--- src/rtl/fsm_dut_host_if.sv ---
// Job/result handshake bundle between a job source (master) and fsm_dut_host (slave).
`timescale 1ns/1ps
interface fsm_dut_host_if #(
  parameter int DATA_WIDTH = 8
) ();
  logic                  job_valid;
  logic                  job_ready;
  logic [DATA_WIDTH-1:0] job_data;
  logic                  job_abort;
  logic                  res_valid;
  logic                  res_ready;
  logic [DATA_WIDTH-1:0] res_data;
  logic [1:0]            res_status;

  modport master (
    output job_valid, job_data, job_abort, res_ready,
    input  job_ready, res_valid, res_data, res_status
  );

  modport slave (
    input  job_valid, job_data, job_abort, res_ready,
    output job_ready, res_valid, res_data, res_status
  );
endinterface

--- src/rtl/fsm_dut_host.sv ---
// fsm_dut_host: initiator-side driver for a 4-state processing engine.
// Accepts one job at a time, issues start then commit/abort to the engine,
// and returns the engine result with a status code.
// Optional build macro FSM_DUT_HOST_CHECK_EN: compares the engine result with
// a locally computed expected value and reports status 11 on a difference.
`timescale 1ns/1ps
module fsm_dut_host #(
  parameter int DATA_WIDTH     = 8,
  parameter int TIMEOUT_CYCLES = 16
) (
  input  logic                  clk,
  input  logic                  reset,
  fsm_dut_host_if.slave         job_bus,
  output logic                  peer_enable,
  output logic [1:0]            peer_cmd,
  output logic [DATA_WIDTH-1:0] peer_data_in,
  input  logic [1:0]            peer_state,
  input  logic                  peer_busy,
  input  logic                  peer_done,
  input  logic                  peer_valid,
  input  logic [DATA_WIDTH-1:0] peer_data_out,
  output logic                  host_busy
);

  localparam int CNT_W = $clog2(TIMEOUT_CYCLES);

  localparam logic [1:0] CMD_NOP    = 2'b00;
  localparam logic [1:0] CMD_START  = 2'b01;
  localparam logic [1:0] CMD_COMMIT = 2'b10;
  localparam logic [1:0] CMD_ABORT  = 2'b11;

  localparam logic [1:0] PEER_IDLE  = 2'b00;
  localparam logic [1:0] PEER_WAIT  = 2'b10;

  localparam logic [1:0] ST_OK      = 2'b00;
  localparam logic [1:0] ST_ABORTED = 2'b01;
  localparam logic [1:0] ST_TIMEOUT = 2'b10;

  typedef enum logic [2:0] {
    H_IDLE, H_ISSUE, H_WAIT_PEER, H_DECIDE,
    H_WAIT_DONE, H_WAIT_IDLE, H_KILL, H_REPORT
  } state_t;

  state_t                state, state_nx;
  logic [CNT_W-1:0]      cnt, cnt_nx;
  logic [DATA_WIDTH-1:0] job_data_q, job_data_nx;
  logic                  abort_q, abort_nx;
  logic                  peer_enable_nx;
  logic [1:0]            peer_cmd_nx;
  logic [DATA_WIDTH-1:0] peer_data_in_nx;
  logic                  job_ready_q, job_ready_nx;
  logic                  res_valid_q, res_valid_nx;
  logic [DATA_WIDTH-1:0] res_data_q, res_data_nx;
  logic [1:0]            res_status_q, res_status_nx;
  logic                  host_busy_nx;
  logic                  timed_out;

  // peer_busy is informational only; it never gates the FSM.
  logic unused_peer_busy;
  assign unused_peer_busy = peer_busy;

`ifdef FSM_DUT_HOST_CHECK_EN
  localparam logic [1:0] ST_MISMATCH = 2'b11;
  logic [DATA_WIDTH-1:0] expect_q, expect_nx;

  function automatic logic [DATA_WIDTH-1:0] expected_result(input logic [DATA_WIDTH-1:0] d);
    logic [DATA_WIDTH-1:0] t;
    t = d + DATA_WIDTH'(1);
    t = t << 1;
    t = t ^ DATA_WIDTH'(8'hAA);
    return t + DATA_WIDTH'(8'h55);
  endfunction
`endif

  // The final waiting cycle is the one where the counter has reached TIMEOUT_CYCLES-1.
  assign timed_out = (cnt == CNT_W'(TIMEOUT_CYCLES - 1));

  assign job_bus.job_ready  = job_ready_q;
  assign job_bus.res_valid  = res_valid_q;
  assign job_bus.res_data   = res_data_q;
  assign job_bus.res_status = res_status_q;

  // Next-state logic; outputs are derived from the next state so they register cleanly.
  always_comb begin
    state_nx      = state;
    cnt_nx        = '0;
    job_data_nx   = job_data_q;
    abort_nx      = abort_q;
    peer_data_in_nx = peer_data_in;
    res_data_nx   = res_data_q;
    res_status_nx = res_status_q;
`ifdef FSM_DUT_HOST_CHECK_EN
    expect_nx     = expect_q;
`endif
    case (state)
      H_IDLE: begin
        if (job_bus.job_valid && job_ready_q) begin
          job_data_nx     = job_bus.job_data;
          abort_nx        = job_bus.job_abort;
          peer_data_in_nx = job_bus.job_data;
`ifdef FSM_DUT_HOST_CHECK_EN
          expect_nx       = expected_result(job_bus.job_data);
`endif
          state_nx        = H_ISSUE;
        end
      end
      H_ISSUE: state_nx = H_WAIT_PEER;
      H_WAIT_PEER: begin
        if (peer_state == PEER_WAIT) state_nx = H_DECIDE;
        else if (timed_out)          state_nx = H_KILL;
        else                         cnt_nx   = cnt + CNT_W'(1);
      end
      H_DECIDE: state_nx = abort_q ? H_WAIT_IDLE : H_WAIT_DONE;
      H_WAIT_DONE: begin
        if (peer_done && peer_valid) begin
          res_data_nx   = peer_data_out;
          res_status_nx = ST_OK;
`ifdef FSM_DUT_HOST_CHECK_EN
          if (peer_data_out != expect_q) res_status_nx = ST_MISMATCH;
`endif
          state_nx      = H_REPORT;
        end else if (timed_out) begin
          state_nx = H_KILL;
        end else begin
          cnt_nx = cnt + CNT_W'(1);
        end
      end
      H_WAIT_IDLE: begin
        if (peer_state == PEER_IDLE) begin
          res_status_nx = ST_ABORTED;
          res_data_nx   = '0;
          state_nx      = H_REPORT;
        end else if (timed_out) begin
          res_status_nx = ST_TIMEOUT;
          res_data_nx   = '0;
          state_nx      = H_REPORT;
        end else begin
          cnt_nx = cnt + CNT_W'(1);
        end
      end
      H_KILL: begin
        res_status_nx = ST_TIMEOUT;
        res_data_nx   = '0;
        state_nx      = H_REPORT;
      end
      H_REPORT: begin
        if (res_valid_q && job_bus.res_ready) state_nx = H_IDLE;
      end
      default: state_nx = H_IDLE;
    endcase

    peer_enable_nx = (state_nx == H_ISSUE);
    case (state_nx)
      H_ISSUE:  peer_cmd_nx = CMD_START;
      H_DECIDE: peer_cmd_nx = abort_nx ? CMD_ABORT : CMD_COMMIT;
      H_KILL:   peer_cmd_nx = CMD_ABORT;
      default:  peer_cmd_nx = CMD_NOP;
    endcase
    res_valid_nx = (state_nx == H_REPORT);
    job_ready_nx = (state_nx == H_IDLE) && !res_valid_nx;
    host_busy_nx = (state_nx != H_IDLE);
  end

  // State and registered outputs; reset drops any job in flight.
  always_ff @(posedge clk) begin
    if (reset) begin
      state        <= H_IDLE;
      cnt          <= '0;
      job_data_q   <= '0;
      abort_q      <= 1'b0;
      peer_enable  <= 1'b0;
      peer_cmd     <= CMD_NOP;
      peer_data_in <= '0;
      job_ready_q  <= 1'b0;
      res_valid_q  <= 1'b0;
      res_data_q   <= '0;
      res_status_q <= ST_OK;
      host_busy    <= 1'b0;
`ifdef FSM_DUT_HOST_CHECK_EN
      expect_q     <= '0;
`endif
    end else begin
      state        <= state_nx;
      cnt          <= cnt_nx;
      job_data_q   <= job_data_nx;
      abort_q      <= abort_nx;
      peer_enable  <= peer_enable_nx;
      peer_cmd     <= peer_cmd_nx;
      peer_data_in <= peer_data_in_nx;
      job_ready_q  <= job_ready_nx;
      res_valid_q  <= res_valid_nx;
      res_data_q   <= res_data_nx;
      res_status_q <= res_status_nx;
      host_busy    <= host_busy_nx;
`ifdef FSM_DUT_HOST_CHECK_EN
      expect_q     <= expect_nx;
`endif
    end
  end

endmodule

--- src/flat_wrapper.sv ---
// flat-port wrapper written by rule: the top's interface ports become plain ports
module fsm_dut_host_flat 
#(
  parameter int DATA_WIDTH     = 8,
  parameter int TIMEOUT_CYCLES = 16
)
  (clk, reset, peer_enable, peer_cmd, peer_data_in, peer_state, peer_busy, peer_done, peer_valid, peer_data_out, host_busy, job_bus_job_valid, job_bus_job_data, job_bus_job_abort, job_bus_res_ready, job_bus_job_ready, job_bus_res_valid, job_bus_res_data, job_bus_res_status);
  fsm_dut_host_if #(.DATA_WIDTH(DATA_WIDTH)) job_bus_i ();
  input  logic clk;
  input  logic reset;
  output logic peer_enable;
  output logic [1:0] peer_cmd;
  output logic [DATA_WIDTH-1:0] peer_data_in;
  input  logic [1:0] peer_state;
  input  logic peer_busy;
  input  logic peer_done;
  input  logic peer_valid;
  input  logic [DATA_WIDTH-1:0] peer_data_out;
  output logic host_busy;
  input wire logic [$bits(job_bus_i.job_valid)-1:0] job_bus_job_valid;
  input wire logic [$bits(job_bus_i.job_data)-1:0] job_bus_job_data;
  input wire logic [$bits(job_bus_i.job_abort)-1:0] job_bus_job_abort;
  input wire logic [$bits(job_bus_i.res_ready)-1:0] job_bus_res_ready;
  output wire logic [$bits(job_bus_i.job_ready)-1:0] job_bus_job_ready;
  output wire logic [$bits(job_bus_i.res_valid)-1:0] job_bus_res_valid;
  output wire logic [$bits(job_bus_i.res_data)-1:0] job_bus_res_data;
  output wire logic [$bits(job_bus_i.res_status)-1:0] job_bus_res_status;
  assign job_bus_i.job_valid = job_bus_job_valid;
  assign job_bus_i.job_data = job_bus_job_data;
  assign job_bus_i.job_abort = job_bus_job_abort;
  assign job_bus_i.res_ready = job_bus_res_ready;
  assign job_bus_job_ready = job_bus_i.job_ready;
  assign job_bus_res_valid = job_bus_i.res_valid;
  assign job_bus_res_data = job_bus_i.res_data;
  assign job_bus_res_status = job_bus_i.res_status;
  fsm_dut_host #(.DATA_WIDTH(DATA_WIDTH), .TIMEOUT_CYCLES(TIMEOUT_CYCLES)) u_core (.clk(clk), .reset(reset), .job_bus(job_bus_i), .peer_enable(peer_enable), .peer_cmd(peer_cmd), .peer_data_in(peer_data_in), .peer_state(peer_state), .peer_busy(peer_busy), .peer_done(peer_done), .peer_valid(peer_valid), .peer_data_out(peer_data_out), .host_busy(host_busy));
endmodule
--- config.mk ---
export PLATFORM = sky130hd
export DESIGN_NAME = fsm_dut_host_flat
export DESIGN_NICKNAME = d
export VERILOG_FILES = /design/src/rtl/fsm_dut_host_if.sv /design/src/rtl/fsm_dut_host.sv /design/src/flat_wrapper.sv
export SDC_FILE = /design/constraint.sdc
export NUM_CORES = 1
export LEC_CHECK = 0
export BUFFER_PORTS_ARGS = -buffer_cell sky130_fd_sc_hd__buf_2
export CAP_MARGIN = 10
export CORE_MARGIN = 5
export CORE_UTILIZATION = 48
export CTS_CLUSTER_DIAMETER = 30
export DETAILED_ROUTE_END_ITERATION = 10
export PLACE_DENSITY = 0.78
export SLEW_MARGIN = 10
export SYNTH_ARGS = -nofsm -noshare
export SYNTH_HDL_FRONTEND = slang
export SYNTH_SLANG_ARGS = --single-unit
--- constraint.sdc ---
create_clock -name clk -period 2 [get_ports clk]
set_input_delay 0.2 -clock clk [delete_from_list [all_inputs] [get_ports clk]]
set_output_delay 0.2 -clock clk [all_outputs]
set_load 0.02 [all_outputs]
==> results.tsv, run 1 <==
metric	value	unit
first-pass GRT wire length	4970	µm
CTS root buf	clkbuf_4	
Reg2Reg Launch Point	u_core.state[0]	
Synth Cell Area	1370	µm²
syn_area_per_cell	9.34	µm²
Core Box Area	2760	µm²
met2 usage	28.3	%
Clock Power Share	34.7	%
Vert. Die Dim	63.5	µm
later-pin clock latency in the skew report	0.33	ns
Reg2Reg Capture Point	u_core.peer_cmd[0]	
combinational fraction of design power	15.1	%
io pins	50	
WL/cell	13.5	µm
Worst-path clk slew	0.10	ns
DIE WIDTH	63.5	µm
fin nets	222	
layout cells sized above 1	34.7	%
Net Sw Frac	25.8	%
antenna cells	0	
Via-to-Cell Ratio	5.26	
unrepaired setup endpoints after global routing	no	
Net Switching	354	µW
post-layout util	61.1	%
DRT iter0 DRCs	27	
part of the power in registers	50.2	%
footprint of the multi-input gates	671	µm²
post-cts resize count	0	
Hold Crit Start	job_bus_job_data[5]	
Pleak	0.740	nW
top post-synthesis cells by area	dfxtp_1 (47%), mux2i_1 (6.6%), a21oi_1 (4.7%), nand2_1 (4.6%), nor2_1 (4.6%)	
Worst Hold Path EP	u_core.peer_data_in[5]	
period utilization	88.9	%
critical path class	reg -> reg	
vias in the first global route	1135	
count of buffers from port buffering	48	
crit start category	register	
status	finished clean	
FILL cells	253	
Synth Instances	147	
Setup TNS	0	ns
FF-to-FF setup slack	0.22	ns
Crit Path Max Fanout	11	
post-CTS setup buffer count	0	
async set-or-reset flop fraction in the synthesized netlist	0	%
Critical Path AT	2.01	ns
data required time at the worst endpoint	2.23	ns
DP Area	1610	µm²
Cell variety after synth	42	
Final Hold Fails	0	
Post-Layout Inst Area	1690	µm²
Seq/Total Area, Yosys	46.7	%
Sinks on Clock Net	32	
Final GP Congestion	0.797	
GR Util All Layers	15.6	%
global-route met3 utilization	6.93	%
area leader, netlist	dfxtp_1	
hold path depth	3	
largest net degree at the start of global routing	29	
antenna violations before repair	0	
pwr/cell area	814	nW/µm²
Area Overhead vs Synth	22.8	%
Syn Nets	174	
# rows	19	
ANT nets after route	0	
register area	641	µm²
Yosys warnings	0	
EDFF count, synth	0	
total of max-cap violations	0	
Final HPWL DP	2320	µm
worst hold path class	in -> reg	
crit path capture type	register	
fmax	0.562	GHz
worst slew pin tran	0.505	ns
number of buffers created by CTS	5	
worst hold slack	0.0940	ns
drt drc	0	
gr busiest metal	met2	
Primary FF master, synth	dfxtp_1	
Relative slew margins	66.4	%
Slew Viols, Final	0	
grt total ovfl	0	
register bit total from synthesis	32	
Layout Skew	0.00646	ns
CTS H-Tree Depth	2	
Total Wirelength	3070	µm
Clock Tree Buf Depth	2	
via count	1194	
met1 Usage GRT	15.6	%
number of hold buffers added after CTS	0	
worst vdd ir	0.658	mV
die area	4030	µm²
Synth top area share	46.7	%
Initial Util	49.8	%
Int Power	1.02	mW
setup violators final	0	
fin crit period	1.78	ns
DRT Pass-1 Iters	4	
worst reg-to-reg path cell count	5	
CTS tree	built	
-- sequential cells by signal, summed over array words and instances (netlist names) --
| name | flops |
|---|---|
| u_core.job_bus.res_data | 8 |
| u_core.peer_data_in | 8 |
| u_core.cnt | 4 |
| u_core.state | 3 |
| u_core.job_bus.res_status | 2 |
| u_core.peer_cmd | 2 |
| u_core.abort_q | 1 |
| u_core.host_busy | 1 |
| u_core.job_bus.job_ready | 1 |
| u_core.job_bus.res_valid | 1 |
| u_core.peer_enable | 1 |
-- logic make-up (layout without fill, tap and decap cells) --
logic type,count (synthesis),in the layout,synth area share (%)
buf+inv,11,60,4.47
mux,9,9,6.56
fa+ha+maj,1,1,0.911
compound gates,27,27,14.8
xor+xnor,2,2,1.28
simple gates,65,65,25.3
flops,32,32,46.7
-- metal layers --
metal	part of all wire (%)	vias to the layer above
met4	1.4	0
met2	52	28
met3	6.7	5
met1	40	549
met5	0	-
li1	-	612
-- cell usage after synthesis (3+ instances only) --
cell     instances
nand3_1         12
inv_1            3
mux2i_1          9
dfxtp_1         32
nand2_1         17
a21oi_1         13
buf_2            4
nor2_1          17
-- placed cells by master, fill, tap and decap left out, drive strengths merged, types with 2 or more instances in the layout --
cell type and n:
nand3 12, buf 49, nor2 18, nand2 17, mux2i 9, inv 3
clkbuf 6, nand2b 2, a21oi 14, dfxtp 32, and3 3, nor3 5
-- power by group through the flow --
stage                     Combinational (mW)  Clock (mW)  Sequential, mW
after detailed placement               0.208           0           0.703
after floorplan                        0.126           0           0.723
final                                  0.207       0.476           0.689
after global routing                   0.227       0.514           0.694
after global placement                 0.201           0           0.702
after CTS                              0.209       0.484           0.689
-- stage by stage --
step / setup WS [ns] / power [mW] / cells
finish: 0.222 / 1.37 / 227
CTS: 0.233 / 1.38 / 227
floorplan: 0.442 / 0.849 / 147
global placement: 0.288 / 0.903 / 219
global route: 0.0792 / 1.44 / 227
detailed placement: 0.258 / 0.911 / 219
-- cell type report --
type / count / area share [%]
clock inverters: 2 / 2.08
inverters: 3 / 0.668
well taps: 31 / 2.30
repair buffers: 49 / 14.7
flip-flops and latches: 32 / 38.0
multi-input cells: 104 / 39.8
clock buffers: 6 / 2.45
-- critical path: stages (launching register included) --
cell	delay (ns)
dfxtp_1	0.56
nor2_1	0.16
and4b_1	0.30
nor3_4	0.35
nor3b_2	0.09
a22o_1	0.21
-- how the worst max path moves through the flow --
| stage | slack, ns | endpoint | depth (start not counted) | from |
|---|---|---|---|---|
| finish | 0.22 | u_core.peer_cmd[0] | 5 | u_core.state[0] |
| global route | 0.08 | u_core.job_bus.res_data[1] | 5 | u_core.state[2] |
| CTS | 0.23 | u_core.peer_cmd[0] | 5 | u_core.state[0] |
| detailed placement | 0.26 | u_core.peer_cmd[0] | 5 | u_core.state[0] |
| global placement | 0.29 | u_core.peer_cmd[0] | 5 | u_core.state[1] |
| floorplan | 0.44 | u_core.peer_cmd[0] | 6 | u_core.cnt[0] |
Power figures use the tool's default switching activity.
==> run 2: changes to the inputs <==
--- a/config.mk
+++ b/config.mk
@@ -11,7 +11,7 @@
 export CORE_UTILIZATION = 48
 export CTS_CLUSTER_DIAMETER = 30
 export DETAILED_ROUTE_END_ITERATION = 10
-export PLACE_DENSITY = 0.78
+export PLACE_DENSITY_LB_ADDON = 0.1
 export SLEW_MARGIN = 10
 export SYNTH_ARGS = -nofsm -noshare
 export SYNTH_HDL_FRONTEND = slang
==> run 2 against run 1 <==
Compared with the run above:
- final cell count stayed put
- register-to-register slack worse by 0.02 ns
- die area stayed put
- non-clock buffer count stayed put
- sequential share of layout area is 0.40 points higher
- first-iteration DRC count is 93% higher
- count of clock-buffer cells in the layout is 2 higher
- final area is 1.0% lower
- largest cell class unchanged
==> results.tsv, run 2 (same netlist as run 1, synthesis figures left out) <==
metric	value	unit
status	finished clean	
FILL cells	255	
Net Sw Frac	27.0	%
Net Switching	344	µW
CTS H-Tree Depth	2	
critical path class	reg -> reg	
via count	1207	
Crit Path Max Fanout	11	
Via-to-Cell Ratio	5.32	
later-pin clock latency in the skew report	0.32	ns
number of hold buffers added after CTS	0	
layout cells sized above 1	34.2	%
DRT Pass-1 Iters	4	
pwr/cell area	764	nW/µm²
grt total ovfl	0	
DRT iter0 DRCs	52	
Relative slew margins	67.0	%
Final HPWL DP	2290	µm
worst hold path class	in -> reg	
ANT nets after route	0	
setup violators final	0	
Worst-path clk slew	0.09	ns
post-CTS setup buffer count	0	
fmax	0.556	GHz
die area	4030	µm²
delay-heaviest family, CP	compound AO/OA/AOI/OAI gates	
Int Power	930	µW
Final Hold Fails	0	
vias in the first global route	1184	
GR Util All Layers	15.8	%
count of buffers from port buffering	48	
commonest cells after routing, fill and taps aside	buf_2 (48), dfxtp_1 (32), nor2_1 (17), nand2_1 (17), a21oi_1 (13)	
antenna cells	0	
Vert. Die Dim	63.5	µm
crit path capture type	register	
Initial Util	49.8	%
Clock Tree Buf Depth	2	
Area Overhead vs Synth	21.5	%
crit path cell chain	and2b_4 > nand3b_1 > o2111a_1 > nor2_1 > a311oi_1	
post-cts resize count	0	
worst slew pin tran	0.495	ns
drt drc	0	
fin crit period	1.80	ns
# rows	19	
first-pass GRT wire length	5110	µm
Total Wirelength	3050	µm
Pleak	0.730	nW
worst hold slack	0.110	ns
number of buffers created by CTS	5	
worst vdd ir	0.509	mV
slowest CP cell	dfxtp_1	
CTS tree	built	
Sinks on Clock Net	32	
Critical Path AT	2.04	ns
Buf+Inv Stages, Crit Path	0	
fin nets	222	
Clock Power Share	29.7	%
Final GP Congestion	0.803	
CTS root buf	clkbuf_4	
unrepaired setup endpoints after global routing	no	
Slew Viols, Final	0	
Layout Skew	0.00527	ns
part of the power in registers	54.1	%
DIE WIDTH	63.5	µm
WL/cell	13.4	µm
critical path's largest stage delay	0.55	ns
io pins	50	
data required time at the worst endpoint	2.24	ns
crit start category	register	
Setup TNS	0	ns
combinational fraction of design power	16.2	%
largest net degree at the start of global routing	29	
antenna violations before repair	0	
total of max-cap violations	0	
Core Box Area	2760	µm²
most common cell after layout, fill and taps aside	buf_2	
period utilization	90.0	%
run 2: changes by cell type in the layout (fill, tap and decap cells not counted), sizes merged:
cell    delta
clkbuf     +2
bufinv     -1
clkinv     -1
run 2: per-layer routing:
metal  share of wire [%]  track usage [%]
met2                  49             25.9
met5                   0                0
met4                 1.6             7.01
met1                  43             19.0
met3                 5.6             4.62
run 2: worst paths after layout:
path,from,endpoint,slack [ns],cells after the start
worst min-delay path,job_bus_job_data[7],u_core.peer_data_in[7],0.11,3
worst max-delay path,u_core.state[1],u_core.job_bus.res_status[1],0.20,5
worst max register to register,u_core.state[1],u_core.job_bus.res_status[1],0.20,5
worst min register to register,u_core.job_bus.res_data[7],u_core.job_bus.res_data[7],0.46,2
run 2: metrics by stage:
step	instances	area [µm²]	setup WS, ns	utilization, %	power (mW)
finish	227	1670	0.200	60.5	1.27
global route	227	1670	0.0436	60.5	1.35
CTS	227	1670	0.193	60.5	1.29
detailed placement	219	1610	0.227	58.3	0.912
global placement	219	1610	0.274	58.3	0.905
floorplan	147	1370	0.442	-	0.849
run 2: area by class of cell:
cell class | count | area (µm²) | area share [%]
well taps | 31 | 38.8 | 2.33
inverters | 3 | 11.3 | 0.675
flip-flops and latches | 32 | 641 | 38.4
clock buffers | 8 | 58.8 | 3.53
multi-input cells | 104 | 671 | 40.2
repair buffers | 49 | 248 | 14.9
run 2: power by group through the flow:
stage	combinational [mW]	sequential [mW]	clock [mW]
2_1_floorplan	0.126	0.723	0
3_3_place_gp	0.202	0.703	0
3_5_place_dp	0.208	0.704	0
4_1_cts	0.209	0.690	0.392
5_1_grt	0.227	0.694	0.425
6_report	0.207	0.689	0.379
run 2: worst register-to-register path: stages, from the launching register on:
cell	delay, ns
dfxtp_1	0.55
and2b_4	0.26
nand3b_1	0.17
o2111a_1	0.40
nor2_1	0.09
a311oi_1	0.24
